--- src/rtl/mode_ctrl.sv ---
// mode_ctrl: sequences resolution changes for the scrn_pos timing generator.
// A mode request is accepted over valid/ready, held until the last active
// pixel of the current frame, then the generator is held in reset while its
// RES select switches. Video stays blanked for a number of complete frames
// in the new mode so the sink can relock.
module mode_ctrl #(
   parameter int RST_CYCLES   = 16,  // 1..255
   parameter int BLANK_FRAMES = 2    // 0..15
) (
   input  logic        clk_pix,
   input  logic        rst_pix,
   input  logic        req_valid,
   input  logic [1:0]  req_res,
   output logic        req_ready,
   input  logic [11:0] sx,
   input  logic [11:0] sy,
   output logic [1:0]  res,
   output logic        tg_rst,
   output logic        video_en,
   output logic        busy,
   output logic        done,
   output logic        err
);

   typedef enum logic [1:0] {
      IDLE     = 2'd0,
      WAIT_EOF = 2'd1,
      RESET    = 2'd2,
      SETTLE   = 2'd3
   } state_t;

   localparam logic [7:0] RST_LOAD = 8'(RST_CYCLES - 1);
   // Only used in SETTLE, which is unreachable when BLANK_FRAMES is 0.
   localparam logic [3:0] FRM_LAST = 4'(BLANK_FRAMES - 1);

   state_t      r_state;
   logic [1:0]  r_res;
   logic [1:0]  r_pend_res;
   logic        r_tg_rst;
   logic        r_video_en;
   logic        r_done;
   logic        r_err;
   logic [7:0]  r_cyc_cnt;
   logic [3:0]  r_frm_cnt;

   logic [11:0] w_h_last;
   logic [11:0] w_v_last;
   logic [11:0] w_h_tot;
   logic [11:0] w_v_tot;
   logic        w_last_px;
   logic        w_frame_end;
   logic        w_accept;

   // Timing constants of the mode currently driven on res.
   always_comb begin
      w_h_last = 12'd639;
      w_v_last = 12'd479;
      w_h_tot  = 12'd799;
      w_v_tot  = 12'd524;
      case (r_res)
         2'b01: begin
            w_h_last = 12'd1279;
            w_v_last = 12'd719;
            w_h_tot  = 12'd1649;
            w_v_tot  = 12'd749;
         end
         2'b10: begin
            w_h_last = 12'd1919;
            w_v_last = 12'd1079;
            w_h_tot  = 12'd2199;
            w_v_tot  = 12'd1124;
         end
         default: ;
      endcase
   end

   assign w_last_px   = (sx == w_h_last) && (sy == w_v_last);
   assign w_frame_end = (sx == w_h_tot)  && (sy == w_v_tot);
   assign w_accept    = req_valid && (r_state == IDLE);

   // Sequencer: handshake, end-of-frame trigger, reset hold, blank frames.
   always_ff @(posedge clk_pix) begin
      if (rst_pix) begin
         r_state    <= IDLE;
         r_res      <= 2'b00;
         r_pend_res <= 2'b00;
         r_tg_rst   <= 1'b0;
         r_video_en <= 1'b1;
         r_done     <= 1'b0;
         r_err      <= 1'b0;
         r_cyc_cnt  <= 8'd0;
         r_frm_cnt  <= 4'd0;
      end else begin
         r_done <= 1'b0;
         r_err  <= 1'b0;
         case (r_state)
            IDLE: begin
               if (w_accept) begin
                  r_pend_res <= req_res;
                  if (req_res == 2'b11)
                     r_err <= 1'b1;
                  else if (req_res == r_res)
                     r_done <= 1'b1;
                  else
                     r_state <= WAIT_EOF;
               end
            end
            WAIT_EOF: begin
               // res moves with tg_rst so the generator never counts
               // against a mismatched mode.
               if (w_last_px) begin
                  r_tg_rst   <= 1'b1;
                  r_res      <= r_pend_res;
                  r_video_en <= 1'b0;
                  r_cyc_cnt  <= RST_LOAD;
                  r_state    <= RESET;
               end
            end
            RESET: begin
               if (r_cyc_cnt == 8'd0) begin
                  r_tg_rst <= 1'b0;
                  if (BLANK_FRAMES == 0) begin
                     r_video_en <= 1'b1;
                     r_done     <= 1'b1;
                     r_state    <= IDLE;
                  end else begin
                     r_frm_cnt <= 4'd0;
                     r_state   <= SETTLE;
                  end
               end else begin
                  r_cyc_cnt <= r_cyc_cnt - 8'd1;
               end
            end
            SETTLE: begin
               if (w_frame_end) begin
                  if (r_frm_cnt == FRM_LAST) begin
                     r_video_en <= 1'b1;
                     r_done     <= 1'b1;
                     r_state    <= IDLE;
                  end else begin
                     r_frm_cnt <= r_frm_cnt + 4'd1;
                  end
               end
            end
            default: r_state <= IDLE;
         endcase
      end
   end

   assign req_ready = (r_state == IDLE);
   assign busy      = (r_state != IDLE);
   assign res       = r_res;
   assign tg_rst    = r_tg_rst;
   assign video_en  = r_video_en;
   assign done      = r_done;
   assign err       = r_err;

endmodule
--- config.mk ---
export PLATFORM = sky130hd
export DESIGN_NAME = mode_ctrl
export DESIGN_NICKNAME = d
export VERILOG_FILES = /design/src/rtl/mode_ctrl.sv
export SDC_FILE = /design/constraint.sdc
export NUM_CORES = 1
export LEC_CHECK = 0
export CORE_MARGIN = 4
export CORE_UTILIZATION = 43
export DETAILED_ROUTE_END_ITERATION = 10
export PLACE_DENSITY = 0.71
export SYNTH_ARGS = -nofsm -noshare
export SYNTH_HDL_FRONTEND = slang
export SYNTH_SLANG_ARGS = --single-unit
--- constraint.sdc ---
create_clock -name clk_pix -period 6.5 [get_ports clk_pix]
set_input_delay 1.3 -clock clk_pix [delete_from_list [all_inputs] [get_ports clk_pix]]
set_output_delay 1.3 -clock clk_pix [all_outputs]
set_load 0.05 [all_outputs]
==> impl_metrics.toml <==
[floorplan]
core_area_mm2 = 0.00336
die_y_um = 67.1
rows = 21
io_pins = 37
start_util_pct = 44.7
dieWidth_um = 67.1
fp.dieArea_mm2 = 0.00450

[clock_tree]
max-clock-path-buffers = 2
path_clk_slew_ps = 110
clk_latency_ps = 310
cts_setup_buffers = 0
cts_buffers = 3
clock-root-buffer = "clkbuf_4"
cts_tree = "built"
cts_resized = 0
clkSinkCount = 22
postCtsHoldBufs = 0
htree_levels = 1

[worst_setup_path]
reg2reg_from = "res[0]"
crit_path_start = "sx[3]"
cp-endpoint = "r_state[0]"
end_kind = "flip-flop"
crit_chain = "clkdlybuf4s50_1, nand4b_1, or4_4, o41ai_4, inv_2, a2111o_1, mux2i_1"
reg2reg_to = "r_state[0]"
path_class = "in2reg"
ff2ff_setup_slack_ps = 3640
cp.required_ps = 6740
critPathSlowestCell = "or4_4"
arrival_ps = 3690
slowest_delay_ps = 570
crit_fanout = 9
start_kind = "input pin"
reg2reg_depth = 8

[yosys]
post_synth_num_cell_types = 46
synth_area_per_cell_um2 = 8.26
synth.top_cell.area_share_pct = 29.3
synth_enable_flop_cells = 0
async_flop_share_pct = 0
yosysWarningCount = 0
synth_area_mm2 = 0.00150
yosysMostFrequentCell = "dfxtp_1"
synth_ff_type = "dfxtp_1"
netlist_instances = 182
ys_top_cells_by_area = "dfxtp_1 (29%), ha_1 (8.3%), nor2_1 (4.2%)"
ys_seq_area_share_pct = 29.3
ys_ff_latch = 22
synthTopCellsByCount = "dfxtp_1 (22), nor2_1 (17), nand2_1 (15)"
yosysTopAreaCell = "dfxtp_1"
synth_nets = 221

[final_layout]
nets = 259
syn2layout_area_growth_pct = 29.5
finalInstanceArea_mm2 = 0.00195
diodes = 0
drive_above_1_share_pct = 5.94

[place]
dp_hpwl_um = 3020
place.gp.congestion = 0.894
post_dp_cell_area_mm2 = 0.00191
numPortBuffers = 36

[timing]
grt_setup_unrepaired = "false"
min_period_over_period_pct = 53.2
hold_viol = 0
max_freq_ghz = 0.289
max_slew_margin_pct = 52.1
setup-tns-final_ps = 0
finalSetupViolCount = 0
period_minus_slack_ps = 3460
finClkSkew_ps = 6.30
worst_pin_slew_ps = 716
finalMaxSlewViolations = 0

[detailed_routing]
wire_per_inst_um = 14.0
avgViaCountPerCell = 5.48
num_vias = 1452
drc = 0
final_antenna_net_count = 0
routed_wl_um = 3720
drt_iter0_markers = 53
dr.pass1.iters = 4

[power]
finalPower_mw = 0.560
leakage_nw = 0.718
peakVddDrop_uv = 186
power_density_mw_per_mm2 = 288

[global_route]
track_usage_pct = 17.3
gr-total-overflow = 0
grt_pass1_wl_um = 6040
grt_pass1_vias = 1355
antenna_found_initial = 0
grt_max_degree = 23

[hold_path]
hold_class = "reg2reg"

[job]
max-cap-violations = 0

[status]
status = "complete, no violations"
## per-stage QoR
stage	utilization, %	setup WS, ps	hold slack, ps	std cells
floorplan	-	3390	436	182
global placement	56.8	2850	456	261
detailed placement	56.8	2740	465	261
CTS	57.8	3080	482	265
global route	57.8	2930	516	265
finish	57.8	3040	478	265
## flip-flops by register name (all words and copies together) (netlist names)
| register | flops |
|---|---|
| r_cyc_cnt | 8 |
| r_frm_cnt | 4 |
| r_pend_res | 2 |
| r_state | 2 |
| res | 2 |
| done | 1 |
| err | 1 |
| tg_rst | 1 |
| video_en | 1 |
## worst min-delay path by stage
stage / from / endpoint / cells after the start
2_1_floorplan: r_pend_res[0] / r_pend_res[0] / 2
4_1_cts: r_pend_res[1] / r_pend_res[1] / 2
5_1_grt: r_pend_res[1] / r_pend_res[1] / 2
3_3_place_gp: r_pend_res[0] / r_pend_res[0] / 2
6_report: r_pend_res[1] / r_pend_res[1] / 2
3_5_place_dp: r_pend_res[1] / r_pend_res[1] / 2
## cell usage in the layout (no fill, tap or decap), types with 3 or more instances in the layout
master	instances
clkdlybuf4s50_1	36
a31oi_1	3
nor4bb_1	3
o21ai_0	4
a211oi_1	3
nor2b_1	4
nand2b_1	5
nor2_1	17
dfxtp_1	22
mux2i_1	5
xor2_1	7
a21oi_1	12
nand4_1	6
nor3_1	7
inv_1	9
nand4b_1	3
ha_1	10
nor4_1	4
nand2_1	15
clkbuf_4	3
nand3_1	8
## kinds of logic after synthesis
kind of cell	share of synthesized area (%)
XOR/XNOR	4.08
flip-flops	29.3
adder cells (fa/ha/maj)	8.33
AND/OR/NAND/NOR	34.2
multiplexers	4.08
AO/OA/AOI/OAI	16.7
buffers and inverters	3.25
## layout make-up
class                      instances  area, um^2
sequential                        22         440
tap                               46        57.6
clock buffer                       4        36.3
multi-input combinational        147        1010
timing repair buffer              36         360
inverter                          10        37.5
fill                             315        1420
## where the power goes
group | internal, mW | switching, mW
sequential | 0.165 | 0.0253
combinational | 0.118 | 0.176
clock | 0.0342 | 0.0410
total | 0.318 | 0.243
## metal layers
| layer | track usage (%) | up-vias | part of all wire, % |
|---|---|---|---|
| li1 | - | 750 | - |
| met1 | 19.8 | 660 | 44 |
| met2 | 31.4 | 35 | 49 |
| met3 | 3.04 | 7 | 5.9 |
| met4 | 6.58 | 0 | 1.6 |
| met5 | 0 | - | 0 |
## worst max-delay path: cells and delay by family
family	cells	cell delay, ps
compound gates	2	920
simple gates	2	690
buf+inv	2	600
mux	1	180
No activity file was read; power rests on OpenSTA's default activity.
